`src/rtl/wave_capture.sv`:
```
// Producer side of the double-buffered waveform RAM: arms on a positive-going zero
// crossing and writes one full buffer half. Optional forced trigger: WAVE_CAPTURE_TIMEOUT_EN.
module wave_capture #(
  parameter int SAMPLE_WIDTH    = 16,
  parameter int OUT_WIDTH       = 8,
  parameter int ADDR_WIDTH      = 8,
  parameter int TIMEOUT_SAMPLES = 1024
) (
  input  logic                    clk,
  input  logic                    reset,
  input  logic                    new_sample_ready,
  input  logic [SAMPLE_WIDTH-1:0] new_sample_in,
  input  logic                    read_index,
  output logic [ADDR_WIDTH:0]     write_address,
  output logic                    write_enable,
  output logic [OUT_WIDTH-1:0]    write_sample,
  output logic                    active
);

  typedef enum logic [1:0] {S_ARMED, S_ACTIVE, S_WAIT} state_t;

  generate
    if (OUT_WIDTH > SAMPLE_WIDTH || OUT_WIDTH < 2 || TIMEOUT_SAMPLES < 1) begin : g_bad_cfg
      $error("wave_capture: bad parameter combination");
    end
  endgenerate

  state_t                state;
  logic [ADDR_WIDTH-1:0] counter;
  logic                  prev_neg;
  logic                  wr_half;
  logic                  seen_index;
  logic                  timeout_hit;

  logic                  s_neg;
  logic [OUT_WIDTH-1:0]  s_conv;

  assign s_neg  = new_sample_in[SAMPLE_WIDTH-1];
  // Signed to offset binary: flip the sign bit, keep the top magnitude bits.
  assign s_conv = {~s_neg, new_sample_in[SAMPLE_WIDTH-2 : SAMPLE_WIDTH-OUT_WIDTH]};

`ifdef WAVE_CAPTURE_TIMEOUT_EN
  localparam int TW = $clog2(TIMEOUT_SAMPLES + 1);
  logic [TW-1:0] tcount;

  // Held at zero outside ARMED, so every ARMED entry starts a fresh count.
  always_ff @(posedge clk or posedge reset) begin
    if (reset)                                               tcount <= '0;
    else if (state != S_ARMED)                               tcount <= '0;
    else if (new_sample_ready && tcount != TW'(TIMEOUT_SAMPLES)) tcount <= tcount + 1'b1;
  end

  assign timeout_hit = (state == S_ARMED) && (tcount == TW'(TIMEOUT_SAMPLES));
`else
  assign timeout_hit = 1'b0;
`endif

  always_ff @(posedge clk or posedge reset) begin
    if (reset) begin
      state         <= S_ARMED;
      counter       <= '0;
      prev_neg      <= 1'b0;
      wr_half       <= 1'b0;
      seen_index    <= 1'b0;
      write_enable  <= 1'b0;
      write_address <= '0;
      write_sample  <= '0;
      active        <= 1'b0;
    end else begin
      write_enable <= 1'b0;
      if (new_sample_ready) prev_neg <= s_neg;
      case (state)
        S_ARMED: begin
          // Trigger strobe itself is not written.
          if (new_sample_ready && ((prev_neg && !s_neg) || timeout_hit)) begin
            state      <= S_ACTIVE;
            active     <= 1'b1;
            counter    <= '0;
            wr_half    <= ~read_index;
            seen_index <= read_index;
          end
        end
        S_ACTIVE: begin
          if (new_sample_ready) begin
            write_enable  <= 1'b1;
            write_address <= {wr_half, counter};
            write_sample  <= s_conv;
            counter       <= counter + 1'b1;
            if (&counter) begin
              state  <= S_WAIT;
              active <= 1'b0;
            end
          end
        end
        S_WAIT: begin
          // Re-arm only once the flip controller has swapped halves.
          if (read_index != seen_index) state <= S_ARMED;
        end
        default: begin
          state  <= S_ARMED;
          active <= 1'b0;
        end
      endcase
    end
  end

endmodule
```
`config.mk`:
```
export PLATFORM = sky130hd
export DESIGN_NAME = wave_capture
export DESIGN_NICKNAME = d
export VERILOG_FILES = /design/src/rtl/wave_capture.sv
export SDC_FILE = /design/constraint.sdc
export NUM_CORES = 1
export LEC_CHECK = 0
export BUFFER_PORTS_ARGS = -buffer_cell sky130_fd_sc_hd__buf_2
export CORE_MARGIN = 4
export CORE_UTILIZATION = 35
export CTS_CLUSTER_SIZE = 20
export DETAILED_ROUTE_END_ITERATION = 8
export PLACE_DENSITY = 0.56
export SYNTH_ARGS = -nofsm -noshare
export SYNTH_HDL_FRONTEND = slang
export SYNTH_SLANG_ARGS = --single-unit
```
`constraint.sdc`:
```
create_clock -name clk -period 2.8 [get_ports clk]
set_input_delay 0.14 -clock clk [delete_from_list [all_inputs] [get_ports clk]]
set_output_delay 0.14 -clock clk [all_outputs]
set_load 0.05 [all_outputs]
```
==> flow_metrics.py <==
metrics = {
    "hold_path": {
        "min_path_cells": 3,
        "hold_start": "new_sample_in[9]",
        "hp-class": "input pin to flip-flop",
    },
    "critical_path": {
        "critPathMaxStageDelay_ns": 0.58,
        "slowest_stage": "or4_1",
        "crit_fanout": 28,
        "crit_path_start": "state[0]",
        "arrival_ns": 1.89,
        "cp_cell_sequence": "nand3b_4, or4_1, a21oi_1",
        "reg2reg_slack_ns": 1.12,
        "endpoint_kind": "flip-flop",
        "r2r_end": "counter[5]",
        "reg2regPathDepth": 3,
        "critPathKind": "flip-flop to flip-flop",
        "endpoint": "counter[5]",
        "required_ns": 3.01,
        "cp-start-kind": "flip-flop",
        "r2r-start": "state[0]",
    },
    "synth": {
        "synth-xor-area-share_pct": 1.289,
        "synthMuxAreaShare_pct": 3.131,
        "syn_area_um2": 1359,
        "synth_adder_area_share_pct": 0.9208,
        "ys_ff_latch": 32,
        "syn-num-nets": 159,
        "synth_cells": 138,
        "yosysSeqAreaShare_pct": 58.93,
        "yosysUniqueCellTypes": 28,
        "yosysWarnings": 0,
        "synth_compound_area_share_pct": 8.656,
        "synth_top_family_by_area": "simple AND/OR/NAND/NOR gates",
        "synthSimpleGateAreaFrac_pct": 24.13,
        "avgSynthCellArea_um2": 9.846,
    },
    "final_layout": {
        "final_cell_area_um2": 1657,
        "area_delta_synth_final_pct": 21.92,
        "fillerInstances": 373,
        "finish.utilization_pct": 44.58,
        "regArea_um2": 800.8,
        "fin_nets": 194,
        "num_antenna_cells": 0,
        "mostFrequentLayoutCells": "nand2_1, dfrtp_1, buf_2",
        "multi_input_area_um2": 518.0,
        "layout-drive-gt1-share_pct": 24.71,
        "finalNonFillerCells": 222,
        "final_common_cell": "nand2_1",
    },
    "global_routing": {
        "grt_start_max_net_pins": 33,
        "overflow": 0,
        "grt_usage_pct": 12.35,
        "antenna_found_initial": 0,
        "grt_pass1_vias": 1100,
        "grt_pass1_wl_um": 4864,
    },
    "sta": {
        "skew_ns": 0.005642,
        "slew_headroom_pct": 71.38,
        "timing.hold.ws_ns": 0.04435,
        "min_period_over_period_pct": 60.17,
        "maxSlewViolCount": 0,
        "setup_tns_ns": 0,
        "worst_pin_slew_ns": 0.4279,
        "finalHoldViolCount": 0,
        "rsz0062_at_grt": "false",
        "max_freq_mhz": 593.6,
        "finalSetupViolations": 0,
        "finalWorstSetupSlack_ns": 1.115,
        "fin_crit_ns": 1.685,
    },
    "clocking": {
        "clk_latency_ns": 0.28,
        "post_cts_resized": 0,
        "cts_sinks": 32,
        "cts_tree": "done",
        "ctsLongestPathBuffers": 2,
        "cts_buffers": 5,
        "clkTransAtPathRegs_ns": 0.07,
        "htree_num_levels": 2,
        "cts_root_buf": "clkbuf_8",
    },
    "job": {
        "drv_cap": 0,
    },
    "die": {
        "fp-row-count": 22,
        "core_area_um2": 3716,
        "initial_core_util_pct": 36.57,
        "die-area_um2": 4944,
        "pin_count": 39,
        "die_h_um": 70.31,
        "die_x_um": 70.31,
    },
    "pwr": {
        "swShare_pct": 44.76,
        "p_leak_nw": 0.8494,
        "power_frac_comb_pct": 36.6,
        "power_mw": 1.653,
        "p_seq_share_pct": 42.4,
        "p_switching_mw": 0.7400,
        "powerDensity_nw_per_um2": 998.1,
        "p_int_mw": 0.9134,
        "vdd_drop_max_v": 0.0004560,
        "clkPwrFrac_pct": 21.0,
    },
    "placed_design": {
        "placed_area_um2": 1559,
        "place_congestion": 0.7722,
        "placed_cells": 213,
        "pre_cts_ws_ns": 1.108,
        "dp_hpwl_um": 1903,
        "io_buffers": 30,
    },
    "routing": {
        "drt_pass1_iterations": 4,
        "wl_per_cell_um": 12.54,
        "drc": 0,
        "ant_nets": 0,
        "drt_wl_total_um": 2784,
        "drt_iter0_markers": 28,
        "vias_per_cell": 4.842,
        "via_count": 1075,
    },
    "run_status": {
        "status": "complete, no violations",
    },
}
## worst max-delay path: cells and delay by family (launching register included)
family / cells / cell delay (ns)
AOI/OAI and AO/OA: 1 / 0.16
DFF: 1 / 0.55
and+or+nand+nor: 2 / 0.90
## routing by layer
| layer | share of wire [%] | global-route usage [%] | wire [um] | up-vias |
|---|---|---|---|---|
| li1 | - | - | - | 532 |
| met1 | 42 | 14.40 | 1158 | 511 |
| met2 | 51 | 21.52 | 1415 | 30 |
| met3 | 6.7 | 4.173 | 186 | 2 |
| met4 | 0.83 | 3.191 | 23 | 0 |
| met5 | 0 | 0 | 0 | - |
## what timing repair did
item                      CTS  global route
buffers inserted            0             0
hold buffers                1             0
hold endpoints to repair   32             0
## power by group through the flow
stage	Clock, mW	Combinational, mW	Sequential (mW)
floorplan	0	0.213	0.956
finish	0.347	0.606	0.701
global route	0.387	0.665	0.725
global placement	0	0.602	0.700
detailed placement	0	0.612	0.709
CTS	0.364	0.615	0.705
## sequential cells by signal, summed over array words and instances, names as in the netlist
register	flops
seen_index	1
write_address	9
write_sample	8
wr_half	1
active	1
state	2
counter	8
write_enable	1
prev_neg	1
## Yosys cell counts
| library cell | n | area, um2 |
|---|---|---|
| dfrtp_1 | 32 | 800.8 |
| mux2i_1 | 2 | 20.02 |
| nand2_1 | 50 | 187.7 |
| and3_1 | 1 | 6.260 |
| or3_1 | 2 | 12.51 |
| nand2b_1 | 3 | 18.77 |
| o31ai_1 | 4 | 30.03 |
| inv_1 | 5 | 18.77 |
| nand3b_4 | 1 | 20.02 |
| or4_1 | 2 | 15.01 |
| xor2_1 | 2 | 17.52 |
| nand3_1 | 4 | 20.02 |
| nand4b_1 | 1 | 8.760 |
| mux2_2 | 1 | 11.26 |
| o21ai_1 | 3 | 15.01 |
| nor3_4 | 1 | 16.27 |
| o21ai_0 | 4 | 20.02 |
| nor2_1 | 2 | 7.510 |
| inv_2 | 1 | 3.750 |
| mux2_1 | 1 | 11.26 |
| a31o_1 | 1 | 8.760 |
| clkbuf_1 | 2 | 7.510 |
| a211o_1 | 1 | 8.760 |
| ha_1 | 1 | 12.51 |
| and4_1 | 1 | 8.760 |
| a21oi_1 | 7 | 35.03 |
| nor4_1 | 1 | 6.260 |
| buf_2 | 2 | 10.01 |
## layout make-up
| class | count | share of cell area (%) |
|---|---|---|
| Tap cell | 48 | 3.625 |
| Multi-Input combinational cell | 96 | 31.27 |
| Sequential cell | 32 | 48.34 |
| Timing Repair Buffer | 32 | 10.12 |
| Clock buffer | 5 | 4.154 |
| Clock inverter | 3 | 1.133 |
| Inverter | 6 | 1.360 |
## worst min-delay path by stage
| stage | slack (ns) | endpoint |
|---|---|---|
| finish | 0.04 | write_sample[1] |
| detailed placement | 0.24 | write_sample[0] |
| CTS | 0.04 | write_sample[1] |
| global placement | 0.24 | write_sample[2] |
| floorplan | 0.23 | wr_half |
| global route | 0.04 | write_sample[1] |
## logic make-up (layout without fill, tap and decap cells)
kind of cell,after synthesis,after routing
AOI/OAI and AO/OA,20,20
xor gates and xnor gates,2,2
and+or+nand+nor,69,69
adders and majority gates,1,1
muxes,4,4
DFF,32,32
buffers and inverters,10,46
Note: power is estimated with default switching activity, not from simulation.
